==> config.mk <==
export PLATFORM = sky130hd
export DESIGN_NAME = symbol_grid_sequencer_flat
export DESIGN_NICKNAME = d
export VERILOG_FILES = /design/src/rtl/grid_pkg.sv /design/src/rtl/symbol_grid_sequencer_if.sv /design/src/rtl/cell_clear_counter.sv /design/src/rtl/symbol_grid_sequencer.sv /design/src/flat_wrapper.sv
export SDC_FILE = /design/constraint.sdc
export NUM_CORES = 1
export LEC_CHECK = 0
export CORE_MARGIN = 5
export CORE_UTILIZATION = 41
export DETAILED_ROUTE_END_ITERATION = 12
export MAX_ROUTING_LAYER = met4
export PLACE_DENSITY = 0.66
export REMOVE_ABC_BUFFERS = 1
export SYNTH_ARGS = -nofsm -noshare
export SYNTH_HDL_FRONTEND = slang
export SYNTH_SLANG_ARGS = --single-unit
==> constraint.sdc <==
create_clock -name clk -period 2.3 [get_ports clk]
set_clock_uncertainty 0.1 [all_clocks]
set_input_delay 0.345 -clock clk [delete_from_list [all_inputs] [get_ports clk]]
set_output_delay 0.345 -clock clk [all_outputs]
set_load 0.05 [all_outputs]
==> src/rtl/grid_pkg.sv <==
// Shared types and widths for the symbol grid sequencer and its drawer/VGA bus.
package grid_pkg;

   localparam int unsigned X_W   = 8;
   localparam int unsigned Y_W   = 7;
   localparam int unsigned COL_W = 3;

   localparam logic [COL_W-1:0] BG_COLOUR_DEF = 3'b000;

   typedef enum logic [2:0] {
      IDLE  = 3'd0,
      CLEAR = 3'd1,
      DRAW  = 3'd2,
      NEXT  = 3'd3,
      DONE  = 3'd4
   } state_t;

   // One pixel as presented to the VGA adapter write port.
   typedef struct packed {
      logic [X_W-1:0]   x;
      logic [Y_W-1:0]   y;
      logic [COL_W-1:0] colour;
   } pixel_t;

endpackage

==> src/rtl/symbol_grid_sequencer_if.sv <==
// Drawer handshake plus VGA write port; master is the sequencer side.
interface symbol_grid_sequencer_if;
   import grid_pkg::*;

   logic             sym_in;
   logic [X_W-1:0]   cell_x;
   logic [Y_W-1:0]   cell_y;
   logic [X_W-1:0]   sym_x;
   logic [Y_W-1:0]   sym_y;
   logic [COL_W-1:0] sym_colour;
   logic             sym_next;
   logic [X_W-1:0]   vga_x;
   logic [Y_W-1:0]   vga_y;
   logic [COL_W-1:0] vga_colour;
   logic             plot;

   modport master (
      output sym_in, cell_x, cell_y, vga_x, vga_y, vga_colour, plot,
      input  sym_x, sym_y, sym_colour, sym_next
   );

   modport slave (
      input  sym_in, cell_x, cell_y, vga_x, vga_y, vga_colour, plot,
      output sym_x, sym_y, sym_colour, sym_next
   );

endinterface

==> src/rtl/cell_clear_counter.sv <==
// 2-D cx/cy raster counter over a CELL x CELL square; cx is the inner loop.
module cell_clear_counter #(
   parameter int unsigned CELL = 16,
   parameter int unsigned CW   = $clog2(CELL)
) (
   input  logic          clk,
   input  logic          reset_n,
   input  logic          en,
   input  logic          clr,
   output logic [CW-1:0] cx,
   output logic [CW-1:0] cy,
   output logic          last_c
);

   localparam logic [CW-1:0] MAX = CW'(CELL - 1);

   assign last_c = (cx == MAX) && (cy == MAX);

   always_ff @(posedge clk or negedge reset_n) begin
      if (!reset_n) begin
         cx <= '0;
         cy <= '0;
      end else if (clr) begin
         cx <= '0;
         cy <= '0;
      end else if (en) begin
         if (cx == MAX) begin
            cx <= '0;
            cy <= cy + CW'(1);
         end else begin
            cx <= cx + CW'(1);
         end
      end
   end

endmodule

==> src/rtl/symbol_grid_sequencer.sv <==
// Walks a ROWS x COLS cell grid: clears each cell, then hands masked cells to
// the symbol drawer, muxing both pixel streams onto one VGA write port.
module symbol_grid_sequencer
   import grid_pkg::*;
#(
   parameter int unsigned      ORIGIN_X  = 16,
   parameter int unsigned      ORIGIN_Y  = 8,
   parameter int unsigned      CELL      = 16,
   parameter int unsigned      COLS      = 4,
   parameter int unsigned      ROWS      = 4,
   parameter logic [COL_W-1:0] BG_COLOUR = BG_COLOUR_DEF,
   parameter int unsigned      WD_LIMIT  = 63
) (
   input  logic                 clk,
   input  logic                 reset_n,
   input  logic                 start,
   input  logic [ROWS*COLS-1:0] cell_mask,
   output logic                 busy,
   output logic                 done,
   output logic                 wd_err,
   symbol_grid_sequencer_if.master bus
);

   localparam int unsigned N_CELLS = ROWS * COLS;
   localparam int unsigned IDX_W   = (N_CELLS > 1) ? $clog2(N_CELLS) : 1;
   localparam int unsigned CW      = $clog2(CELL);
   localparam int unsigned WD_W    = $clog2(WD_LIMIT + 1);

   state_t               state, state_d;
   logic [IDX_W-1:0]     idx, idx_d;
   logic [N_CELLS-1:0]   mask_q, mask_d;
   logic [WD_W-1:0]      wd, wd_d;
   logic [X_W-1:0]       cell_x_q, cell_x_d;
   logic [Y_W-1:0]       cell_y_q, cell_y_d;
   pixel_t               pix_q, pix_d;
   logic                 plot_q, plot_d;
   logic                 last_q, last_d;
   logic                 sym_in_q, sym_in_d;
   logic                 busy_q, busy_d;
   logic                 done_q, done_d;
   logic                 wd_err_q, wd_err_d;

   logic [CW-1:0]        cx, cy;
   logic                 cnt_en, cnt_clr, cnt_last_c;

   // Cell base coordinates; sums wrap silently at the port widths.
   function automatic logic [X_W-1:0] base_x(input logic [IDX_W-1:0] i);
      return X_W'(ORIGIN_X + (32'(i) % COLS) * CELL);
   endfunction

   function automatic logic [Y_W-1:0] base_y(input logic [IDX_W-1:0] i);
      return Y_W'(ORIGIN_Y + (32'(i) / COLS) * CELL);
   endfunction

   cell_clear_counter #(
      .CELL (CELL),
      .CW   (CW)
   ) u_clear_cnt (
      .clk     (clk),
      .reset_n (reset_n),
      .en      (cnt_en),
      .clr     (cnt_clr),
      .cx      (cx),
      .cy      (cy),
      .last_c  (cnt_last_c)
   );

   always_ff @(posedge clk or negedge reset_n) begin
      if (!reset_n) begin
         state    <= IDLE;
         idx      <= '0;
         mask_q   <= '0;
         wd       <= '0;
         cell_x_q <= '0;
         cell_y_q <= '0;
         pix_q    <= '0;
         plot_q   <= 1'b0;
         last_q   <= 1'b0;
         sym_in_q <= 1'b0;
         busy_q   <= 1'b0;
         done_q   <= 1'b0;
         wd_err_q <= 1'b0;
      end else begin
         state    <= state_d;
         idx      <= idx_d;
         mask_q   <= mask_d;
         wd       <= wd_d;
         cell_x_q <= cell_x_d;
         cell_y_q <= cell_y_d;
         pix_q    <= pix_d;
         plot_q   <= plot_d;
         last_q   <= last_d;
         sym_in_q <= sym_in_d;
         busy_q   <= busy_d;
         done_q   <= done_d;
         wd_err_q <= wd_err_d;
      end
   end

   always_comb begin
      state_d  = state;
      idx_d    = idx;
      mask_d   = mask_q;
      wd_d     = wd;
      cell_x_d = cell_x_q;
      cell_y_d = cell_y_q;
      pix_d    = pix_q;
      plot_d   = 1'b0;
      last_d   = 1'b0;
      wd_err_d = wd_err_q;
      cnt_en   = 1'b0;
      cnt_clr  = 1'b0;

      unique case (state)
         IDLE: begin
            cnt_clr = 1'b1;
            if (start) begin
               state_d  = CLEAR;
               idx_d    = '0;
               mask_d   = cell_mask;
               wd_err_d = 1'b0;
               cell_x_d = base_x('0);
               cell_y_d = base_y('0);
            end
         end
         // Pixels are registered, so CLEAR holds one extra cycle while the last one is shown.
         CLEAR: begin
            if (!last_q) begin
               cnt_en       = 1'b1;
               plot_d       = 1'b1;
               last_d       = cnt_last_c;
               pix_d.x      = cell_x_q + X_W'(cx);
               pix_d.y      = cell_y_q + Y_W'(cy);
               pix_d.colour = BG_COLOUR;
            end else begin
               wd_d    = '0;
               state_d = mask_q[idx] ? DRAW : NEXT;
            end
         end
         // Track the drawer pixel so the port holds its last value after DRAW.
         DRAW: begin
            pix_d = '{x: bus.sym_x, y: bus.sym_y, colour: bus.sym_colour};
            wd_d  = wd + WD_W'(1);
            if (bus.sym_next) begin
               state_d = NEXT;
            end else if (wd == WD_W'(WD_LIMIT - 1)) begin
               state_d  = NEXT;
               wd_err_d = 1'b1;
            end
         end
         NEXT: begin
            cnt_clr = 1'b1;
            if (idx == IDX_W'(N_CELLS - 1)) begin
               state_d = DONE;
            end else begin
               idx_d    = idx + IDX_W'(1);
               cell_x_d = base_x(idx + IDX_W'(1));
               cell_y_d = base_y(idx + IDX_W'(1));
               state_d  = CLEAR;
            end
         end
         DONE: begin
            state_d = IDLE;
         end
         default: begin
            state_d = IDLE;
         end
      endcase

      sym_in_d = (state_d == DRAW);
      busy_d   = state_d inside {CLEAR, DRAW, NEXT};
      done_d   = (state_d == DONE);
   end

   assign bus.sym_in     = sym_in_q;
   assign bus.cell_x     = cell_x_q;
   assign bus.cell_y     = cell_y_q;
   assign bus.plot       = plot_q | sym_in_q;
   assign bus.vga_x      = sym_in_q ? bus.sym_x      : pix_q.x;
   assign bus.vga_y      = sym_in_q ? bus.sym_y      : pix_q.y;
   assign bus.vga_colour = sym_in_q ? bus.sym_colour : pix_q.colour;
   assign busy           = busy_q;
   assign done           = done_q;
   assign wd_err         = wd_err_q;

endmodule
==> src/flat_wrapper.sv <==
// flat-port wrapper written by rule: the top's interface ports become plain ports
module symbol_grid_sequencer_flat import grid_pkg::*;
#(
   parameter int unsigned      ORIGIN_X  = 16,
   parameter int unsigned      ORIGIN_Y  = 8,
   parameter int unsigned      CELL      = 16,
   parameter int unsigned      COLS      = 4,
   parameter int unsigned      ROWS      = 4,
   parameter logic [COL_W-1:0] BG_COLOUR = BG_COLOUR_DEF,
   parameter int unsigned      WD_LIMIT  = 63
)
  (clk, reset_n, start, cell_mask, busy, done, wd_err, bus_sym_in, bus_cell_x, bus_cell_y, bus_vga_x, bus_vga_y, bus_vga_colour, bus_plot, bus_sym_x, bus_sym_y, bus_sym_colour, bus_sym_next);
  symbol_grid_sequencer_if bus_i ();
  input  logic clk;
  input  logic reset_n;
  input  logic start;
  input  logic [ROWS*COLS-1:0] cell_mask;
  output logic busy;
  output logic done;
  output logic wd_err;
  output wire logic [$bits(bus_i.sym_in)-1:0] bus_sym_in;
  output wire logic [$bits(bus_i.cell_x)-1:0] bus_cell_x;
  output wire logic [$bits(bus_i.cell_y)-1:0] bus_cell_y;
  output wire logic [$bits(bus_i.vga_x)-1:0] bus_vga_x;
  output wire logic [$bits(bus_i.vga_y)-1:0] bus_vga_y;
  output wire logic [$bits(bus_i.vga_colour)-1:0] bus_vga_colour;
  output wire logic [$bits(bus_i.plot)-1:0] bus_plot;
  input wire logic [$bits(bus_i.sym_x)-1:0] bus_sym_x;
  input wire logic [$bits(bus_i.sym_y)-1:0] bus_sym_y;
  input wire logic [$bits(bus_i.sym_colour)-1:0] bus_sym_colour;
  input wire logic [$bits(bus_i.sym_next)-1:0] bus_sym_next;
  assign bus_sym_in = bus_i.sym_in;
  assign bus_cell_x = bus_i.cell_x;
  assign bus_cell_y = bus_i.cell_y;
  assign bus_vga_x = bus_i.vga_x;
  assign bus_vga_y = bus_i.vga_y;
  assign bus_vga_colour = bus_i.vga_colour;
  assign bus_plot = bus_i.plot;
  assign bus_i.sym_x = bus_sym_x;
  assign bus_i.sym_y = bus_sym_y;
  assign bus_i.sym_colour = bus_sym_colour;
  assign bus_i.sym_next = bus_sym_next;
  symbol_grid_sequencer #(.ORIGIN_X(ORIGIN_X), .ORIGIN_Y(ORIGIN_Y), .CELL(CELL), .COLS(COLS), .ROWS(ROWS), .BG_COLOUR(BG_COLOUR), .WD_LIMIT(WD_LIMIT)) u_core (.clk(clk), .reset_n(reset_n), .start(start), .cell_mask(cell_mask), .busy(busy), .done(done), .wd_err(wd_err), .bus(bus_i));
endmodule
Yosys cells after proc, flatten, opt, wreduce, memory -nomap -nowiden --
Cells that the tools add are included.
Word-level totals: register bits 76, bits of input ports 38, output and inout port bits 38, logic and storage cells 99
Cells by class: add/sub/neg operators 8, $lt $le $gt $ge 1, equality and inequality tests 17, multiplexer cells 40, bitwise operators 1, reduce and logical (&&, ||, !) cells 15
Operator list (number):
- $pmux 18 s2 | 1
- $mux 4 | 8
- $mux 8 | 3
- $mux 7 | 3
- $mux 18 | 1
- $mux 3 | 6
- $pmux 8 s2 | 1
- $pmux 7 s2 | 1
- $add 4x1->4 const B | 3
- $eq 3x2->1 const B | 4
- $eq 4x4->1 const B | 3
- $pmux 3 s4 | 1
- $pmux 6 s2 | 1
- $mux 1 | 10
- $reduce_bool 2->1 | 5
- $add 8x4->8 | 1
- $ne 2x2->1 const B | 4
- $pmux 4 s2 | 1
- $reduce_and 2->1 | 4
- $add 4x6->7 const A | 1
- $add 5x6->7 const A | 1
- $add 7x4->7 | 1
- $add 6x1->6 const B | 1
- $eq 3x1->1 const B | 2
- other kinds (14) | 15

Longest topological paths before layout --
depth in word-level cells 7, gate-level depth with buffers 7, mapped depth without buffers 6

By module --
Synthesis repeated with hierarchy kept, for this count alone.
Unflattened totals: cells, all modules 301, area, all modules 3333.2 sq um
By module, submodules not included:
- symbol_grid_sequencer | times used 1, cells an instance 260, area an instance 2922.8 sq um, seq. area each 1426.4 sq um
- cell_clear_counter | times used 1, cells an instance 41, area an instance 410.4 sq um, seq. area each 200.2 sq um

Worst setup path after synthesis --
OpenSTA, ideal clock, no wires.
path type register to output, start point register u_core.sym_in_q (netlist: u_core.bus.sym_in), end point output port bus_vga_x[0], data arrival time 1.842 ns, required time 1.855 ns, path slack 0.013 ns, cell stages (with the launch flop) 4, buffers on the path 2, path through dfrtp_1 clkbuf_1 clkbuf_1 mux2_2
Between the ends: cells in the longest elaborated chain, start to end 1
RTL lines:
- start, declared | RTL line symbol_grid_sequencer.sv:38 | logic sym_in_q, sym_in_d;
- start signal, assigned | RTL line symbol_grid_sequencer.sv:93 | sym_in_q <= sym_in_d;
- $mux 8 | RTL line symbol_grid_sequencer.sv:179 | assign bus.vga_x = sym_in_q ? bus.sym_x : pix_q.x;
- end, declared | RTL line flat_wrapper.sv:24 | output wire logic [$bits(bus_i.vga_x)-1:0] bus_vga_x;
Every way passes these cells.

Worst setup path in the final report --
start point register u_core.sym_in_q (netlist: u_core.bus.sym_in), end point output port bus_vga_x[2]
Same word-level chain as after synthesis.

==> metrics.md <==
| Metric | Value |
|---|---|
| Status | completed |
| CP Capture Type | output port |
| Max cap viols | 0 |
| Worst skew pair latency | 330 ps |
| Netlist cell types | 46 |
| DIE AREA | 10000 sq um |
| Mapped cell area | 3320 sq um |
| Worst Hold Class | flop to flop |
| Total power | 0.00245 W |
| Final hold slack | 396 ps |
| N_diodes | 0 |
| Floorplan row count | 32 |
| Vias in the first global route | 2375 |
| Fmax | 496 MHz |
| Slew @ Worst Pin | 617 ps |
| Register area share after synthesis | 49.0% |
| Pleak | 1.91 nW |
| Final slew viol count | 0 |
| Antenna violations before repair | 0 |
| Pin count of the biggest net entering global routing | 66 |
| Grt total ovfl | 0 |
| CP max FO | 20 |
| Most frequent cells in the layout | dfrtp_1, clkdlybuf4s50_1, nand2_1 |
| Rel. slew slack | 58.9% |
| Syn_area_per_cell | 10.4 sq um |
| Inst Count DP | 473 |
| Post-route ant nets | 0 |
| Iteration-0 DRC Markers | 86 |
| Worst Path Required | 1860 ps |
| Fill cell count | 682 |
| Finished Layout Cells | 490 |
| Num CTS Buffers | 9 |
| Yosys reg bits | 65 |
| Post-synth EDFFs | 0 |
| First-pass GRT wire length | 11.8 mm |
| DIE WIDTH | 100 microns |
| Post-synthesis cell count | 318 |
| Kind of critical path | flop to output port |
| Post-Route WL | 7.19 mm |
| Remaining routing DRC violations | 0 |
| CTS root buffer | clkbuf_8 |
| Post-synth top flop | dfrtp_1 |
| DRT Pass-1 Iters | 4 |
| # port buffers | 66 |
| DPL Wire Length | 5.04 mm |
| Post-CTS Setup Inserts | 0 |
| Register Area | 1630 sq um |
| H-tree Lvls | 3 |
| Total track usage | 15.1% |
| RSZ-0062 raised after global routing | false |
| TritonCTS clock tree | done |
| Share of layout cells above drive strength 1 | 23.7% |
| Final Hold Violating Endpoints | 0 |
| Final Setup Violations | 0 |
| Initial Util | 42.5% |
| Min Clock Period, post-route | 2020 ps |
| Worst-case clock buffer depth | 2 |
| CP Launch Type | flop |
| Multi-input gate area in the final layout | 1530 sq um |
| Yosys synthesis warning count | 0 |
| Final period utilization | 87.7% |
| Die height | 100 microns |
| Clk sink count | 65 |
| Vias | 2493 |
| Core Area | 7810 sq um |
| # IOs | 76 |
| Worst-path clk slew | 70 ps |
| Ys async rst share | 100% |
| Nets | 429 |
| Power per Cell Area | 577 nW/um^2 |
| Commonest non-fill, non-tap cell in the layout | dfrtp_1 |
| Peak VDD IR | 286 uV |
| Routed len/inst | 14.7 microns |
| Routed vias/inst | 5.09 |
| Gp weighted congestion | 0.810 |
| CP arrival | 1570 ps |
| Area Overhead vs Synth | 27.9% |
-- cell families (layout without fill, tap and decap cells) --
family | Yosys count | count (layout) | synth area share (%)
AND/OR/NAND/NOR | 116 | 116 | 16.7
flip-flops | 65 | 65 | 49.0
AO/OA/AOI/OAI | 42 | 42 | 7.99
multiplexers | 40 | 40 | 14.5
buffers and inverters | 37 | 99 | 6.26
XOR/XNOR | 9 | 9 | 2.37
adder cells (fa/ha/maj) | 8 | 8 | 3.02
other | 1 | 9 | 0.113
-- Yosys cell counts, types with 3 or more instances --
master / number / share of area [%]
a21oi_1: 8 / 1.2
a31oi_1: 13 / 2.5
buf_2: 5 / 0.75
buf_4: 11 / 2.5
clkbuf_1: 12 / 1.4
dfrtp_1: 65 / 49
ha_1: 8 / 3.0
inv_1: 5 / 0.57
mux2_2: 35 / 12
mux4_2: 3 / 2.0
nand2_1: 44 / 5.0
nand3_1: 14 / 2.1
nand4_1: 6 / 1.1
nor2_1: 30 / 3.4
nor3_1: 3 / 0.45
o21ai_0: 10 / 1.5
o31ai_1: 4 / 0.90
xnor2_1: 3 / 0.79
xor2_1: 6 / 1.6
-- power breakdown --
group / internal [W] / total, W / switching (W) / leakage (nW)
clock network: 0.000589 / 0.00101 / 0.000418 / 0.107
logic: 0.000115 / 0.000252 / 0.000137 / 0.991
registers: 0.00117 / 0.00119 / 0.0000203 / 0.817
-- worst paths after layout --
path | startpoint | end | slack (ps) | depth (start not counted)
min in group asynchronous | reset_n | u_core.mask_q[7] | 450 | 3
min reg2reg | u_core.pix_q[2] | u_core.pix_q[2] | 400 | 2
max | u_core.bus.sym_in | bus_vga_x[2] | 280 | 2
max reg2reg | u_core.state[1] | u_core.u_clear_cnt.cx[3] | 360 | 5
min | u_core.pix_q[2] | u_core.pix_q[2] | 400 | 2
max in group asynchronous | reset_n | u_core.bus.sym_in | 1350 | 3
-- through the flow --
step | cell area (sq um) | setup TNS [ps] | util [%] | setup slack, ps
2_1_floorplan | 3170 | -26750 | - | -1410
5_1_grt | 4250 | 0 | 54.4 | 204
3_3_place_gp | 4030 | 0 | 51.6 | 332
6_report | 4250 | 0 | 54.4 | 283
3_5_place_dp | 4030 | 0 | 51.6 | 294
4_1_cts | 4250 | 0 | 54.4 | 248
-- timing repair --
action                                  CTS  global route
resized for setup                         1             0
hold buffers                              1             0
endpoints found under the hold margin    65             0
endpoints found under the setup margin   18             0
-- area by class of cell --
| class | count | area share [%] |
|---|---|---|
| tap | 102 | 3.01 |
| clock inverter | 2 | 0.825 |
| sequential | 65 | 38.3 |
| timing repair buffer | 77 | 17.2 |
| inverter | 6 | 0.648 |
| multi-input combinational | 224 | 36.0 |
| clock buffer | 14 | 4.07 |
-- state kept, by name, summed over array words and instances (netlist names), 2 cells and up --
| register | flops |
|---|---|
| u_core.bus.cell_x | 3 |
| u_core.bus.cell_y | 2 |
| u_core.idx | 3 |
| u_core.mask_q | 16 |
| u_core.pix_q | 18 |
| u_core.state | 3 |
| u_core.u_clear_cnt.cx | 4 |
| u_core.u_clear_cnt.cy | 4 |
| u_core.wd | 6 |
-- worst max-delay path, stage by stage, from the launching register on --
cell and delay, ps:
dfrtp_2 650, mux2_2 390, buf_4 190
-- metal layers --
metal,GRT usage [%],share of wire [%]
met5,-,0
met4,4.97,1.4
met3,2.57,4.4
met2,23.3,48
met1,20.5,46
No activity file was read; power rests on OpenSTA's default activity.
